`config.mk`:
```
export PLATFORM = sky130hd
export DESIGN_NAME = echo_mix
export DESIGN_NICKNAME = d
export VERILOG_FILES = /design/src/rtl/echo_mix.sv
export SDC_FILE = /design/constraint.sdc
export NUM_CORES = 1
export LEC_CHECK = 0
export BUFFER_PORTS_ARGS = -buffer_cell sky130_fd_sc_hd__buf_2
export CAP_MARGIN = 40
export CELL_PAD_IN_SITES_DETAIL_PLACEMENT = 1
export CELL_PAD_IN_SITES_GLOBAL_PLACEMENT = 1
export CORE_MARGIN = 10
export CORE_UTILIZATION = 29
export CTS_CLUSTER_DIAMETER = 60
export DETAILED_ROUTE_END_ITERATION = 10
export MAX_ROUTING_LAYER = met4
export PLACE_DENSITY = 0.52
export SYNTH_ARGS = -nofsm -noshare
export SYNTH_HDL_FRONTEND = slang
export SYNTH_SLANG_ARGS = --single-unit
```
`constraint.sdc`:
```
create_clock -name clk -period 4.5 [get_ports clk]
set_clock_uncertainty 0.2 [all_clocks]
set_input_delay 0.45 -clock clk [delete_from_list [all_inputs] [get_ports clk]]
set_output_delay 0.45 -clock clk [all_outputs]
set_load 0.005 [all_outputs]
```
`src/rtl/echo_mix.sv`:
```
// Echo/comb mixing stage: wet = sat(dry + delayed * gain / 2^GAIN_W).
// The multiply is shift-add over GAIN_W clocks, one gain bit per clock, LSB first.
module echo_mix #(
    parameter int WIDTH  = 12,
    parameter int GAIN_W = 8
) (
    input  logic                    clk,
    input  logic                    reset,
    input  logic                    sample_valid,
    input  logic signed [WIDTH-1:0] dry_in,
    input  logic signed [WIDTH-1:0] delayed_in,
    input  logic [GAIN_W-1:0]       gain,
    output logic signed [WIDTH-1:0] wet_out,
    output logic                    out_valid,
    output logic                    busy,
    output logic                    overrun
);

    localparam int ACC_W = WIDTH + GAIN_W + 1;
    localparam int CNT_W = (GAIN_W > 1) ? $clog2(GAIN_W) : 1;
    localparam logic [CNT_W-1:0] LAST_BIT = CNT_W'(GAIN_W - 1);

    localparam logic [1:0] IDLE = 2'd0;
    localparam logic [1:0] MUL  = 2'd1;
    localparam logic [1:0] SUM  = 2'd2;

    localparam logic signed [WIDTH-1:0] SAT_MAX = {1'b0, {(WIDTH-1){1'b1}}};
    localparam logic signed [WIDTH-1:0] SAT_MIN = {1'b1, {(WIDTH-1){1'b0}}};

    logic [1:0]              state_q, state_d;
    logic signed [WIDTH-1:0] dry_q, dry_d;
    logic signed [ACC_W-1:0] mcand_q, mcand_d;
    logic [GAIN_W-1:0]       gain_q, gain_d;
    logic signed [ACC_W-1:0] acc_q, acc_d;
    logic [CNT_W-1:0]        cnt_q, cnt_d;
    logic signed [WIDTH-1:0] wet_q, wet_d;
    logic                    out_valid_q, out_valid_d;
    logic                    overrun_q, overrun_d;

    logic signed [WIDTH:0]   scaled;
    logic signed [WIDTH:0]   sum_ext;
    logic signed [WIDTH-1:0] sum_sat;

    // acc >>> GAIN_W fits in WIDTH bits, so WIDTH+1 bits of the shifted value suffice.
    always_comb begin
        scaled  = $signed(acc_q[GAIN_W +: WIDTH+1]);
        sum_ext = $signed({dry_q[WIDTH-1], dry_q}) + scaled;
        if (sum_ext[WIDTH] != sum_ext[WIDTH-1]) begin
            sum_sat = sum_ext[WIDTH] ? SAT_MIN : SAT_MAX;
        end else begin
            sum_sat = sum_ext[WIDTH-1:0];
        end
    end

    always_comb begin
        state_d     = state_q;
        dry_d       = dry_q;
        mcand_d     = mcand_q;
        gain_d      = gain_q;
        acc_d       = acc_q;
        cnt_d       = cnt_q;
        wet_d       = wet_q;
        out_valid_d = 1'b0;
        overrun_d   = overrun_q | (sample_valid && (state_q != IDLE));

        case (state_q)
            IDLE: begin
                if (sample_valid) begin
                    dry_d   = dry_in;
                    mcand_d = {{(GAIN_W+1){delayed_in[WIDTH-1]}}, delayed_in};
                    gain_d  = gain;
                    acc_d   = '0;
                    cnt_d   = '0;
                    state_d = MUL;
                end
            end
            MUL: begin
                // Multiplicand shifts left as gain shifts right, so bit 0 is always examined.
                if (gain_q[0]) begin
                    acc_d = acc_q + mcand_q;
                end
                mcand_d = mcand_q <<< 1;
                gain_d  = gain_q >> 1;
                cnt_d   = cnt_q + 1'b1;
                if (cnt_q == LAST_BIT) begin
                    state_d = SUM;
                end
            end
            SUM: begin
                wet_d       = sum_sat;
                out_valid_d = 1'b1;
                state_d     = IDLE;
            end
            default: begin
                state_d = IDLE;
            end
        endcase
    end

    always_ff @(posedge clk or posedge reset) begin
        if (reset) begin
            state_q     <= IDLE;
            dry_q       <= '0;
            mcand_q     <= '0;
            gain_q      <= '0;
            acc_q       <= '0;
            cnt_q       <= '0;
            wet_q       <= '0;
            out_valid_q <= 1'b0;
            overrun_q   <= 1'b0;
        end else begin
            state_q     <= state_d;
            dry_q       <= dry_d;
            mcand_q     <= mcand_d;
            gain_q      <= gain_d;
            acc_q       <= acc_d;
            cnt_q       <= cnt_d;
            wet_q       <= wet_d;
            out_valid_q <= out_valid_d;
            overrun_q   <= overrun_d;
        end
    end

    assign wet_out   = wet_q;
    assign out_valid = out_valid_q;
    assign busy      = (state_q != IDLE);
    assign overrun   = overrun_q;

endmodule

```
# After elaboration in Yosys (flattened, before gate mapping)
# Cells that the tools add are included.
# classes
addsub	3
n_eq_ne	7
mux	15
n_bitwise	1
reduce_logical	8
# op_table
cell	count
$pmux W21 S2	2
$mux W21	3
$mux W12	2
$add A21 B21 Y21	1
$pmux W8 S2	1
$add A12 B13 Y13	1
$mux W8	1
$ne A2 B2 Y1 const B	3
$pmux W3 S2	1
$reduce_and A2 Y1	3
$mux W2	2
$pmux W2 S2	1
$reduce_bool A2 Y1	2
$add A3 B1 Y3 const B	1
$eq A3 B3 Y1 const B	1
$mux W3	1
$reduce_and A3 Y1	1
$eq A2 B1 Y1 const B	1
$eq A2 B2 Y1 const B	1
$logic_not A2 Y1	1
$logic_and A1 B1 Y1	1
$mux W1	1
$ne A1 B1 Y1	1
$or A1 B1 Y1	1
# word_totals
regBits	81
input_bits	35
elab_cells	43

# Logic depth before layout (Yosys ltp)
# Gate-level depths: netlist (run 1).
# depth
depth_word	3
mapped_depth	12
ltp_nobuf	10

# Worst setup path after synthesis (run 1)
# Ideal clock, no wire load.
# synth_path
kind	flip-flop to flip-flop
from	register acc_q[8]
to	register wet_q[10] (netlist: wet_out[10])
setup_ns	0.095
arrival_ns	2.414
t_required_ns	4.205
path_slack_ns	1.790
path_stages_with_launch	11
path_cell_list	dfrtp_1 -> ha_1 -> inv_1 -> fa_1 -> nor2b_4 -> o31a_1 -> or4_4 -> a221o_1 -> xor2_1 -> a21oi_2 -> o31ai_1
# synth_between
elab_chain_cells	3
elab_cells_between_ends	4
cone_classes	1 x add/sub; 1 x eq/ne; 2 x mux
# synth_rtl
item	line	text
from (decl)	34	logic signed [ACC_W-1:0] acc_q, acc_d;
from (signal assigned)	106	acc_q <= '0;
from (signal assigned)	116	acc_q <= acc_d;
$add A12 B13 Y13 (*)	47	sum_ext = $signed({dry_q[WIDTH-1], dry_q}) + scaled;
$mux W12 or $ne A1 B1 Y1 (tied branches)	49, 48	
$mux W12 (*)	48	if (sum_ext[WIDTH] != sum_ext[WIDTH-1]) begin
to (signal assigned)	118	wet_q <= wet_d;
to (decl)	36	logic signed [WIDTH-1:0] wet_q, wet_d;
# Every way passes the cells marked *; elsewhere a longest branch is shown, timed or not.
# A chain may end at the register's enable or synchronous reset.

# Worst setup path in the final report (run 1)
# layout_path
from	register dry_q[0]
to	register wet_q[9] (netlist: wet_out[9])
# layout_between
elab_chain_cells	3
elab_cells_between_ends	4
cone_classes	1 x add/sub; 1 x eq/ne; 2 x mux
# layout_rtl
item	line	text
from (decl)	31	logic signed [WIDTH-1:0] dry_q, dry_d;
from (signal assigned)	113	dry_q <= dry_d;
$add A12 B13 Y13 (*)	47	
$mux W12 or $ne A1 B1 Y1 (tied branches)	49, 48	
$mux W12 (*)	48	
# Marked as above.

==> reports/qor.txt, run 1 <==
PLACED DESIGN
----------------------------------------------------------------------------------
IO Port Bufs                                                                    49
HPWL after detailed placement                                              10.5 mm
Worst slack at placement                                                   1.46 ns
Final weighted congestion in routability-driven placement                    0.852

LOGIC SYNTHESIS
----------------------------------------------------------------------------------
Count of yosys warnings during synthesis                                         0
Net count of the mapped netlist                                                618
Synth Register Bits                                                             81
Cells after synthesis                                                          547
Post-synthesis sequential area ratio                                         41.6%
Most used DFF post-synth                                              sky130_fd_sc_hd__dfrtp_1
Avg Inst Size Synth                                                       8.91 um2
Fraction of registers with async set/reset                                    100%
Netlist area before placement                                          0.00487 mm2
Count of flip-flops with a built-in enable after synthesis                       0
Count of unique library cells instantiated by Yosys                             53

ROUTE
----------------------------------------------------------------------------------
Remaining number of nets flagged by the antenna check after routing              0
Drt first-iter violations                                                      172
Routed wire length                                                         13.9 mm
Via density per instance                                                      5.06
Detail-routed net length per standard cell                                 17.0 um
# DRC                                                                            0
Detailed Routing Iterations Pass 1                                               4
Routed via count                                                              4125

POWER
----------------------------------------------------------------------------------
Register share of total power                                                25.1%
Combinational power share                                                    61.3%
Sw frac                                                                      48.1%
Power share of the clock group                                               13.6%
Worst vdd rail ir drop                                                  0.000297 V
Pint                                                                       2.76 mW
Leakage power                                                              2.69 nW
Pwr per Cell Area                                                       937 mW/mm2
Psw                                                                        2.56 mW

TIMING
----------------------------------------------------------------------------------
Setup TNS                                                                     0 ns
Setup repair after global routing missed its margin                             no
Clock period minus final worst setup slack                                 3.08 ns
Min setup slack post-route                                                 1.42 ns
Max transition margin                                                        50.5%
Tightest Pin Transition                                                   0.740 ns
Highest attainable clock frequency                                         325 MHz
Max-slew violation total from the final report                                   0
Final hold violation count                                                       0
Setup Viol. Count Final                                                          0
Final Cycle Share                                                            68.4%

CELLS AND AREA
----------------------------------------------------------------------------------
Leading cell type in the layout, fill and taps excluded               sky130_fd_sc_hd__nand2_1
Area growth, synth to finish                                                 16.7%
Fraction of final layout cells with drive strength greater than 1            16.1%
Number of antenna repair diodes                                                  0
Count of filler cells inserted in the layout                                  1939
Share of the core filled with cells                                          34.4%
Commonest non-fill, non-tap cells in the layout                       sky130_fd_sc_hd__nand2_1 (117), sky130_fd_sc_hd__dfrtp_1 (81), sky130_fd_sc_hd__buf_2 (49)
Combined flip-flop and latch cell area                                 0.00203 mm2
Number of nets in the finished design                                          661
Area of combinational cells with multiple inputs                       0.00266 mm2

GRT
----------------------------------------------------------------------------------
Leftover overflow at the end of global routing                                   0
Initial antenna violation count                                                  0
Pin count of the biggest net entering global routing                            42
Vias in the first global route                                                4479
Global-route wire length before repair                                     23.2 mm
All-Layer GR Usage                                                           13.4%

FLOORPLANNING
----------------------------------------------------------------------------------
Site row count                                                                  47
Core box area                                                           0.0165 mm2
Die span in y                                                               150 um
Starting utilization of the core area                                        29.5%
Horiz. Die Dim                                                              150 um
Die footprint                                                           0.0224 mm2
Total I/O pin count                                                             50

WORST HOLD PATH
----------------------------------------------------------------------------------
Sink of the worst hold path                                               dry_q[3]
Beginning of the worst hold path                                         dry_in[3]
WHS Path Cells                                                                   3
Classification of the worst-slack hold path                                 in2reg

CTS
----------------------------------------------------------------------------------
Clock transition at the registers of the reported paths                    0.07 ns
Sink Count                                                                      81
Later-pin clock latency in the skew report                                 0.36 ns
CTS buffer count                                                                 9
CTS Root Buffer Type                                                  sky130_fd_sc_hd__clkbuf_16
Maximum buffer depth of the clock tree                                           2
Count of buffers added by post-CTS timing repair for setup                       0
CTS tree                                                                      done
Number of levels the H-tree was split into                                       3

CRITICAL PATH
----------------------------------------------------------------------------------
Type of origin of the critical path                                       register
Endpoint of the worst-slack reg-to-reg timing path                      wet_out[9]
Sort of element at the end of the critical path                           register
Data arrival at the endpoint of the critical path                          3.12 ns
Data required time at the worst endpoint                                   4.55 ns
Flop-to-flop setup slack                                                   1.42 ns
Critical setup path kind                                                   reg2reg
Max Fanout on Critical Path                                                     17
Origin of the critical flop-to-flop path                                  dry_q[0]
Number of cell instances on the worst register-to-register path                  9

RUN STATUS
----------------------------------------------------------------------------------
Status                                                                complete, no violations

RUN
----------------------------------------------------------------------------------
Number of maximum-capacitance constraint violations                              0

[worst max-delay path, cell delays in order, from the launching register on]
cell and delay, ns:
sky130_fd_sc_hd__dfrtp_1 0.40, sky130_fd_sc_hd__ha_1 0.23, sky130_fd_sc_hd__inv_1 0.08, sky130_fd_sc_hd__fa_1 0.27, sky130_fd_sc_hd__nor2b_4 0.06, sky130_fd_sc_hd__o31a_1 0.29, sky130_fd_sc_hd__o41ai_1 0.39, sky130_fd_sc_hd__a211o_1 0.63
sky130_fd_sc_hd__a21oi_1 0.15, sky130_fd_sc_hd__o31ai_1 0.27
[stage by stage]
stage	hold slack (ns)	power, mW	cell area [um2]	std cells
2_1_floorplan	0.251	3.87	4870	547
3_3_place_gp	0.239	4.51	5320	794
3_5_place_dp	0.144	4.65	5390	798
4_1_cts	0.0784	5.42	5680	815
5_1_grt	0.0880	5.89	5680	815
6_report	0.0892	5.33	5680	815
[cells by family (layout without fill, tap and decap cells)]
| group | Yosys count | count (layout) | synth area share [%] |
|---|---|---|---|
| fa+ha+maj | 36 | 36 | 9.55 |
| flops | 81 | 81 | 41.6 |
| buf+inv | 45 | 93 | 3.85 |
| simple gates | 205 | 205 | 18.1 |
| compound gates | 155 | 155 | 22.0 |
| mux | 4 | 4 | 0.822 |
| xor+xnor | 21 | 21 | 4.16 |
[area by class of cell]
cell class                      instances  area share (%)
Inverter                               17            1.14
Timing Repair Buffer                   60            6.56
Multi-Input combinational cell        421            46.8
Tap cell                              220            4.84
Sequential cell                        81            35.7
Clock buffer                            9            3.96
Clock inverter                          7            1.03
[state kept, by name, indices dropped and copies added (netlist names)]
signal and flops:
dry_q 12, gain_q 8, wet_out 12, overrun 1, out_valid 1, cnt_q 3, state_q 2, acc_q 21
mcand_q 21
[worst max path at each step]
stage          startpoint          to  slack (ns)  cells after the start
3_5_place_dp     acc_q[8]  wet_out[9]        1.46                      9
4_1_cts          dry_q[0]  wet_out[9]        1.40                      9
2_1_floorplan       reset    acc_q[0]        1.77                      1
5_1_grt          dry_q[0]  wet_out[9]        1.16                      9
6_report         dry_q[0]  wet_out[9]        1.42                      9
3_3_place_gp     acc_q[8]  wet_out[4]        1.63                      9
[layer usage]
layer	track usage [%]	vias up	wire length [um]	part of all wire (%)
met4	4.37	0	200	1.4
met5	-	-	0	0
met1	15.7	2032	6350	46
met3	2.81	12	457	3.3
met2	22.4	71	6860	49
li1	-	2010	-	-
[Yosys cell counts (3+ instances only)]
cell type | n | area [um2]
sky130_fd_sc_hd__ha_1 | 34 | 425
sky130_fd_sc_hd__o21ai_1 | 5 | 25.0
sky130_fd_sc_hd__a21o_1 | 12 | 90.1
sky130_fd_sc_hd__clkbuf_1 | 22 | 82.6
sky130_fd_sc_hd__o31ai_2 | 4 | 50.1
sky130_fd_sc_hd__and2_1 | 4 | 25.0
sky130_fd_sc_hd__buf_1 | 3 | 11.3
sky130_fd_sc_hd__o21a_1 | 6 | 45.0
sky130_fd_sc_hd__nand3_1 | 9 | 45.0
sky130_fd_sc_hd__inv_1 | 17 | 63.8
sky130_fd_sc_hd__mux2i_1 | 4 | 40.0
sky130_fd_sc_hd__nor2_1 | 45 | 169
sky130_fd_sc_hd__nand2_1 | 117 | 439
sky130_fd_sc_hd__a221o_1 | 12 | 120
sky130_fd_sc_hd__nor3_1 | 7 | 35.0
sky130_fd_sc_hd__o21ai_0 | 29 | 145
sky130_fd_sc_hd__o21bai_1 | 3 | 22.5
sky130_fd_sc_hd__a31oi_1 | 20 | 125
sky130_fd_sc_hd__nand4_1 | 4 | 25.0
sky130_fd_sc_hd__o31ai_1 | 11 | 82.6
sky130_fd_sc_hd__dfrtp_1 | 81 | 2030
sky130_fd_sc_hd__a21oi_1 | 31 | 155
sky130_fd_sc_hd__xor2_1 | 12 | 105
sky130_fd_sc_hd__xnor2_1 | 8 | 70.1
sky130_fd_sc_hd__a21oi_2 | 5 | 43.8
sky130_fd_sc_hd__and3_1 | 6 | 37.5
[what timing repair did]
item | in CTS | in global routing
hold buffers | 1 | 0
gates resized for setup | 0 | 0
hold endpoints to repair | 8 | 0
endpoints found under the setup margin | 0 | 0
[power groups by stage]
| stage | Clock (mW) | Combinational (mW) | Sequential, mW |
|---|---|---|---|
| detailed placement | 0 | 3.30 | 1.36 |
| global route | 0.786 | 3.71 | 1.39 |
| CTS | 0.758 | 3.31 | 1.35 |
| global placement | 0 | 3.16 | 1.35 |
| floorplan | 0 | 2.61 | 1.26 |
| finish | 0.723 | 3.26 | 1.34 |
No activity file was read; power rests on OpenSTA's default activity.
==> run 2, diff against run 1 <==
--- a/config.mk
+++ b/config.mk
@@ -14,7 +14,7 @@
 export CTS_CLUSTER_DIAMETER = 60
 export DETAILED_ROUTE_END_ITERATION = 10
 export MAX_ROUTING_LAYER = met4
-export PLACE_DENSITY = 0.52
+export PLACE_DENSITY = 0.54
 export SYNTH_ARGS = -nofsm -noshare
 export SYNTH_HDL_FRONTEND = slang
 export SYNTH_SLANG_ARGS = --single-unit
==> constraint.sdc (replaced) <==
create_clock -name clk -period 2.6 [get_ports clk]
set_clock_uncertainty 0.2 [all_clocks]
set_input_delay 0.26 -clock clk [delete_from_list [all_inputs] [get_ports clk]]
set_output_delay 0.26 -clock clk [all_outputs]
set_load 0.005 [all_outputs]
==> reports/qor.txt, run 2 (synthesis results as in run 1) <==
RUN STATUS
----------------------------------------------------------------------------------
Status                                                                finished with violations   was complete, no violations
Violations in the final reports                                       negative setup slack

CELLS AND AREA
----------------------------------------------------------------------------------
Fraction of final layout cells with drive strength greater than 1            26.1%   was 16.1%
Number of nets in the finished design                                          737   was 661
Leading cell type in the layout, fill and taps excluded               sky130_fd_sc_hd__nand2_1   unchanged
Number of antenna repair diodes                                                  0   unchanged
Commonest non-fill, non-tap cells in the layout                       sky130_fd_sc_hd__nand2_1 (115), sky130_fd_sc_hd__dfrtp_1 (81), sky130_fd_sc_hd__buf_2 (49), sky130_fd_sc_hd__buf_4 (49), sky130_fd_sc_hd__nor2_1 (42)   was sky130_fd_sc_hd__nand2_1 (117), sky130_fd_sc_hd__dfrtp_1 (81), sky130_fd_sc_hd__buf_2 (49)
Area growth, synth to finish                                                 37.0%   was 16.7%
Fin cells                                                                      891   was 815
Largest registers                                                     acc_q (21), mcand_q (21)   unchanged
Count of filler cells inserted in the layout                                  1917   was 1939

GRT
----------------------------------------------------------------------------------
Vias in the first global route                                                4725   was 4479
Leftover overflow at the end of global routing                                   0   unchanged
Global-route wire length before repair                                     24.1 mm   was 23.2 mm
Pin count of the biggest net entering global routing                            82   was 42
All-Layer GR Usage                                                           13.7%   was 13.4%
Initial antenna violation count                                                  0   unchanged

PLACED DESIGN
----------------------------------------------------------------------------------
Final weighted congestion in routability-driven placement                    0.809   was 0.852
Placed cells                                                                   835   was 798
HPWL after detailed placement                                              10.4 mm   was 10.5 mm
IO Port Bufs                                                                    49   unchanged

ROUTE
----------------------------------------------------------------------------------
# DRC                                                                            0   unchanged
Detailed Routing Iterations Pass 1                                               4   unchanged
Drt first-iter violations                                                      137   was 172
Routed via count                                                              4390   was 4125
Remaining number of nets flagged by the antenna check after routing              0   unchanged
Routed wire length                                                         14.6 mm   was 13.9 mm
Via density per instance                                                      4.93   was 5.06
Detail-routed net length per standard cell                                 16.3 um   was 17.0 um

TIMING
----------------------------------------------------------------------------------
Min setup slack post-route                                               -0.149 ns   was 1.42 ns
Setup repair after global routing missed its margin                            yes   was no
Final hold violation count                                                       0   unchanged
Tightest Pin Transition                                                   0.812 ns   was 0.740 ns
Clock period minus final worst setup slack                                 2.75 ns   was 3.08 ns
Max transition margin                                                        45.7%   was 50.5%
Highest attainable clock frequency                                         364 MHz   was 325 MHz
Max-slew violation total from the final report                                   0   unchanged
Setup Viol. Count Final                                                         10   was 0
Final Cycle Share                                                             106%   was 68.4%

WORST HOLD PATH
----------------------------------------------------------------------------------
WHS Path Cells                                                                   3   unchanged
Classification of the worst-slack hold path                                 in2reg   unchanged

CRITICAL PATH
----------------------------------------------------------------------------------
Worst path slowest cell                                               sky130_fd_sc_hd__or4_4   was sky130_fd_sc_hd__a211o_1
Kind of cell adding the most delay to the critical path               compound AO/OA/AOI/OAI gates   unchanged
Ordered cell list for the critical path                               ha_2 > inv_2 > fa_2 > nor2b_4 > o31a_1 > or4_4 > a221o_1 > xor2_2 > a21oi_2 > o31ai_1   was ha_1 > inv_1 > fa_1 > nor2b_4 > o31a_1 > o41ai_1 > a211o_1 > a21oi_1 > o31ai_1
Critical path depth                                                             10   was 9
Data arrival at the endpoint of the critical path                          2.80 ns   was 3.12 ns
Sort of element at the end of the critical path                           register   unchanged
CP bufs+invs                                                                     1   unchanged
Origin of the critical flop-to-flop path                                  acc_q[8]   was dry_q[0]
Data required time at the worst endpoint                                   2.65 ns   was 4.55 ns
Worst Setup SP                                                            acc_q[8]   was dry_q[0]
Max Fanout on Critical Path                                                      3   was 17
Endpoint of the worst-slack reg-to-reg timing path                     wet_out[10]   was wet_out[9]
Type of origin of the critical path                                       register   unchanged
Critical setup path kind                                                   reg2reg   unchanged
Flop-to-flop setup slack                                                  -0.15 ns   was 1.42 ns
CP Capture Point                                                       wet_out[10]   was wet_out[9]
CP peak stage delay                                                        0.43 ns   was 0.63 ns
Number of cell instances on the worst register-to-register path                 10   was 9

CTS
----------------------------------------------------------------------------------
CTS buffer count                                                                 9   unchanged
Number of levels the H-tree was split into                                       3   unchanged
CTS Root Buffer Type                                                  sky130_fd_sc_hd__clkbuf_16   unchanged
Maximum buffer depth of the clock tree                                           2   unchanged
CTS tree                                                                      done   unchanged
Clock transition at the registers of the reported paths                    0.07 ns   about the same
Sink Count                                                                      81   unchanged
Later-pin clock latency in the skew report                                 0.35 ns   was 0.36 ns

FLOORPLANNING
----------------------------------------------------------------------------------
Die span in y                                                               150 um   unchanged
Total I/O pin count                                                             50   unchanged
Horiz. Die Dim                                                              150 um   unchanged
Die footprint                                                           0.0224 mm2   unchanged
Starting utilization of the core area                                        29.5%   unchanged
Core box area                                                           0.0165 mm2   unchanged
Site row count                                                                  47   unchanged

RUN
----------------------------------------------------------------------------------
Number of maximum-capacitance constraint violations                              0   unchanged

run 2: changes by cell type in the layout (fill, tap and decap cells not counted), sizes merged:
cell,delta
dlygate4sd3,+31
clkinv,+1
bufinv,+3
buf,+43
clkinvlp,-2
inv,-4
clkbuf,+4
run 2: stage by stage:
step | hold WS, ns | util, % | setup slack, ns | cell area [um2] | TNS, ns
floorplan | 0.165 | - | -0.0614 | 4880 | -0.0666
global placement | 0.197 | 34.2 | -0.111 | 5660 | -0.386
detailed placement | 0.198 | 34.3 | -0.141 | 5670 | -0.933
CTS | 0.0159 | 38.5 | -0.131 | 6360 | -0.641
global route | 0.0795 | 40.4 | -0.288 | 6680 | -2.00
finish | 0.0192 | 40.4 | -0.149 | 6680 | -0.549
run 2: worst min path at each step:
stage,slack [ns],end,startpoint
finish,0.02,mcand_q[1],delayed_in[1]
global route,0.08,mcand_q[1],delayed_in[1]
CTS,0.02,mcand_q[1],delayed_in[1]
detailed placement,0.20,overrun,reset
global placement,0.20,overrun,reset
floorplan,0.17,dry_q[0],dry_in[0]
run 2: worst reg2reg max path, stage by stage, from the launching register on:
cell and delay (ns):
sky130_fd_sc_hd__dfrtp_1 0.38, sky130_fd_sc_hd__ha_2 0.19, sky130_fd_sc_hd__inv_2 0.05, sky130_fd_sc_hd__fa_2 0.22
sky130_fd_sc_hd__nor2b_4 0.05, sky130_fd_sc_hd__o31a_1 0.28, sky130_fd_sc_hd__or4_4 0.43, sky130_fd_sc_hd__a221o_1 0.37
sky130_fd_sc_hd__xor2_2 0.19, sky130_fd_sc_hd__a21oi_2 0.07, sky130_fd_sc_hd__o31ai_1 0.21
run 2: cell type report:
| cell class | count | area, um2 | area share [%] |
|---|---|---|---|
| timing repair buffer | 136 | 1060 | 15.9 |
| tap | 220 | 275 | 4.12 |
| clock buffer | 11 | 233 | 3.49 |
| multi-input combinational | 421 | 2910 | 43.6 |
| sequential | 81 | 2030 | 30.4 |
| inverter | 17 | 65.1 | 0.975 |
| clock inverter | 5 | 104 | 1.56 |
run 2: per-layer routing:
metal  global-route usage (%)  vias to the layer above  wire [um]
met1                     15.9                     2169       6580
li1                         -                     2160          -
met4                     4.17                        0        161
met5                        -                        -          0
met3                     3.02                        9        386
met2                     23.2                       52       7420
run 2: repair_timing:
| action | 4_1_cts | 5_1_grt |
|---|---|---|
| setup buffers | 1 | 6 |
| gates cloned | 0 | 2 |
| setup endpoints to repair | 18 | 23 |
| resized for setup | 5 | 48 |
| hold buffers | 32 | 0 |
| pin swaps | 2 | 38 |
| endpoints found under the hold margin | 112 | 0 |
Power of run 2 is not shown: default switching activity piles up to over one toggle a cycle in this logic, so the estimate is an artifact.
==> run 3, diff against run 2 <==
--- a/config.mk
+++ b/config.mk
@@ -9,6 +9,7 @@
 export CAP_MARGIN = 40
 export CELL_PAD_IN_SITES_DETAIL_PLACEMENT = 1
 export CELL_PAD_IN_SITES_GLOBAL_PLACEMENT = 1
+export CORE_ASPECT_RATIO = 1.4
 export CORE_MARGIN = 10
 export CORE_UTILIZATION = 29
 export CTS_CLUSTER_DIAMETER = 60
==> reports/qor.txt, run 3 (synthesis results as in run 1) <==
CRITICAL PATH
----------------------------------------------------------------------------------
Data required time at the worst endpoint                                   2.65 ns   about the same
Endpoint of the worst-slack reg-to-reg timing path                     wet_out[10]   unchanged
Number of cell instances on the worst register-to-register path                 10   unchanged
Flop-to-flop setup slack                                                  -0.09 ns   was -0.15 ns
Type of origin of the critical path                                       register   unchanged
Critical setup path kind                                                   reg2reg   unchanged
Sort of element at the end of the critical path                           register   unchanged
Data arrival at the endpoint of the critical path                          2.74 ns   was 2.80 ns
Max Fanout on Critical Path                                                      3   unchanged
Origin of the critical flop-to-flop path                                  dry_q[0]   was acc_q[8]

PLACED DESIGN
----------------------------------------------------------------------------------
Post-placement cell area                                               0.00566 mm2   was 0.00567 mm2
Final weighted congestion in routability-driven placement                    0.823   was 0.809
IO Port Bufs                                                                    49   unchanged
HPWL after detailed placement                                              10.7 mm   was 10.4 mm
Worst slack at placement                                                 -0.174 ns   was -0.141 ns

TIMING
----------------------------------------------------------------------------------
Max transition margin                                                        67.6%   was 45.7%
Setup repair after global routing missed its margin                            yes   unchanged
Worst hold-check slack                                                   0.0326 ns   was 0.0192 ns
Highest attainable clock frequency                                         372 MHz   was 364 MHz
Tightest Pin Transition                                                   0.485 ns   was 0.812 ns
Clock period minus final worst setup slack                                 2.69 ns   was 2.75 ns
Setup Viol. Count Final                                                          5   was 10
Final hold violation count                                                       0   unchanged
Max-slew violation total from the final report                                   0   unchanged
Final Cycle Share                                                             103%   was 106%
Min setup slack post-route                                              -0.0901 ns   was -0.149 ns

GRT
----------------------------------------------------------------------------------
Vias in the first global route                                                4763   was 4725
All-Layer GR Usage                                                           13.5%   was 13.7%
Global-route wire length before repair                                     23.9 mm   was 24.1 mm
Pin count of the biggest net entering global routing                            51   was 82
Initial antenna violation count                                                  0   unchanged
Leftover overflow at the end of global routing                                   0   unchanged

POWER
----------------------------------------------------------------------------------
Power share of the clock group                                               14.8%
Combinational power share                                                    63.3%
Leakage power                                                              3.06 nW
Worst vdd rail ir drop                                                  0.000499 V
Pint                                                                       5.95 mW
Register share of total power                                                21.9%
Pwr per Cell Area                                                      1630 mW/mm2
Psw                                                                        4.61 mW
Sw frac                                                                      43.7%

FLOORPLANNING
----------------------------------------------------------------------------------
Starting utilization of the core area                                        29.3%   was 29.5%
Total I/O pin count                                                             50   unchanged
Horiz. Die Dim                                                              130 um   was 150 um
Die footprint                                                           0.0225 mm2   was 0.0224 mm2
Core box area                                                           0.0166 mm2   was 0.0165 mm2
Die span in y                                                               173 um   was 150 um
Site row count                                                                  56   was 47

WORST HOLD PATH
----------------------------------------------------------------------------------
Sink of the worst hold path                                             mcand_q[1]   unchanged
Classification of the worst-slack hold path                                 in2reg   unchanged
Beginning of the worst hold path                                      delayed_in[1]   unchanged
WHS Path Cells                                                                   3   unchanged

CELLS AND AREA
----------------------------------------------------------------------------------
Post-Layout Inst Area                                                  0.00646 mm2   was 0.00668 mm2
Number of nets in the finished design                                          734   was 737
Leading cell type in the layout, fill and taps excluded               sky130_fd_sc_hd__nand2_1   unchanged
Commonest non-fill, non-tap cells in the layout                       sky130_fd_sc_hd__nand2_1 (116), sky130_fd_sc_hd__dfrtp_1 (81), sky130_fd_sc_hd__buf_2 (49), sky130_fd_sc_hd__buf_4 (49), sky130_fd_sc_hd__nor2_1 (45)   was sky130_fd_sc_hd__nand2_1 (115), sky130_fd_sc_hd__dfrtp_1 (81), sky130_fd_sc_hd__buf_2 (49), sky130_fd_sc_hd__buf_4 (49), sky130_fd_sc_hd__nor2_1 (42)
Area growth, synth to finish                                                 32.7%   was 37.0%
Fraction of final layout cells with drive strength greater than 1            23.1%   was 26.1%
Count of filler cells inserted in the layout                                  1891   was 1917
Largest registers                                                     acc_q (21), mcand_q (21)   unchanged
Number of antenna repair diodes                                                  0   unchanged

ROUTE
----------------------------------------------------------------------------------
Remaining number of nets flagged by the antenna check after routing              0   unchanged
Routed via count                                                              4335   was 4390
Detail-routed net length per standard cell                                 16.4 um   was 16.3 um
Routed wire length                                                         14.3 mm   was 14.6 mm
# DRC                                                                            0   unchanged
Via density per instance                                                      4.99   was 4.93
Detailed Routing Iterations Pass 1                                               4   unchanged
Drt first-iter violations                                                      153   was 137

RUN STATUS
----------------------------------------------------------------------------------
Violations in the final reports                                       negative setup slack   unchanged
Status                                                                finished with violations   unchanged

CTS
----------------------------------------------------------------------------------
CTS Root Buffer Type                                                  sky130_fd_sc_hd__clkbuf_16   unchanged
Maximum buffer depth of the clock tree                                           2   unchanged
CTS buffer count                                                                 9   unchanged
Clock transition at the registers of the reported paths                    0.06 ns   was 0.07 ns
Number of levels the H-tree was split into                                       3   unchanged
CTS tree                                                                      done   unchanged
Later-pin clock latency in the skew report                                 0.35 ns   about the same
Sink Count                                                                      81   unchanged

RUN
----------------------------------------------------------------------------------
Number of maximum-capacitance constraint violations                              0   unchanged

[run 3: cell types whose count changed in the layout (fill, tap and decap cells not counted), moves of 2 or more]
cell and delta:
sky130_fd_sc_hd__clkbuf_16 -2, sky130_fd_sc_hd__nor2_4 -3, sky130_fd_sc_hd__nor2_1 +3, sky130_fd_sc_hd__a21oi_1 +8, sky130_fd_sc_hd__ha_4 +2, sky130_fd_sc_hd__nor3_2 +2
sky130_fd_sc_hd__o21ai_0 +3, sky130_fd_sc_hd__nor3_4 -2, sky130_fd_sc_hd__a21oi_4 -5, sky130_fd_sc_hd__o21ai_1 -2, sky130_fd_sc_hd__a21oi_2 -3, sky130_fd_sc_hd__clkbuf_1 -2
[run 3: timing repair]
action / in CTS / in global routing
pin swaps: 3 / 11
endpoints found under the setup margin: 15 / 21
resized for setup: 8 / 13
endpoints found under the hold margin: 112 / 0
setup buffers: 2 / 1
hold buffers: 32 / 0
[run 3: cell type report]
cell class                 instances  area (um2)  area share, %
clock buffer                       9         225           3.48
inverter                          17        65.1           1.01
tap                              203         254           3.93
sequential                        81        2030           31.4
clock inverter                     5         129           1.99
timing repair buffer             133         993           15.4
multi-input combinational        421        2770           42.9
[run 3: worst max path at each step]
stage / startpoint / endpoint / slack (ns)
6_report: dry_q[0] / wet_out[10] / -0.09
5_1_grt: dry_q[0] / wet_out[10] / -0.22
4_1_cts: dry_q[0] / wet_out[10] / -0.1
3_5_place_dp: dry_q[0] / wet_out[10] / -0.17
3_3_place_gp: dry_q[0] / wet_out[10] / -0.13
2_1_floorplan: acc_q[8] / wet_out[10] / -0.06
[run 3: per-stage QoR]
stage                     util (%)  TNS [ns]  power, mW  instances
after floorplan                  -   -0.0666       6.70        547
after global placement        34.0    -0.284       8.55        819
final                         38.9    -0.171       10.6        869
after detailed placement      34.1    -0.884       8.79        820
after global routing          38.9     -1.87       11.6        869
after CTS                     38.5    -0.356       10.6        868
[run 3: worst max-delay path, stage by stage (launching register included)]
cell                      delay [ns]
sky130_fd_sc_hd__dfrtp_1        0.39
sky130_fd_sc_hd__ha_2           0.19
sky130_fd_sc_hd__inv_2          0.06
sky130_fd_sc_hd__fa_2           0.22
sky130_fd_sc_hd__nor2b_4        0.04
sky130_fd_sc_hd__o31a_1         0.28
sky130_fd_sc_hd__or4_4          0.44
sky130_fd_sc_hd__a221o_1        0.34
sky130_fd_sc_hd__xor2_2         0.17
sky130_fd_sc_hd__nor2_1         0.06
sky130_fd_sc_hd__o31ai_1        0.21
[run 3: per-layer routing]
metal | share of wire, % | GRT usage, % | vias to the layer above
li1 | - | - | 2159
met1 | 42 | 14.2 | 2119
met2 | 54 | 24.6 | 44
met3 | 2.4 | 2.48 | 13
met4 | 1.5 | 4.28 | 0
met5 | 0 | - | -
[run 3: power by group through the flow]
stage / registers, mW / clock network, mW / logic (mW)
finish: 2.31 / 1.56 / 6.68
global route: 2.40 / 1.66 / 7.51
CTS: 2.31 / 1.62 / 6.65
detailed placement: 2.33 / 0 / 6.46
global placement: 2.31 / 0 / 6.24
floorplan: 2.18 / 0 / 4.52
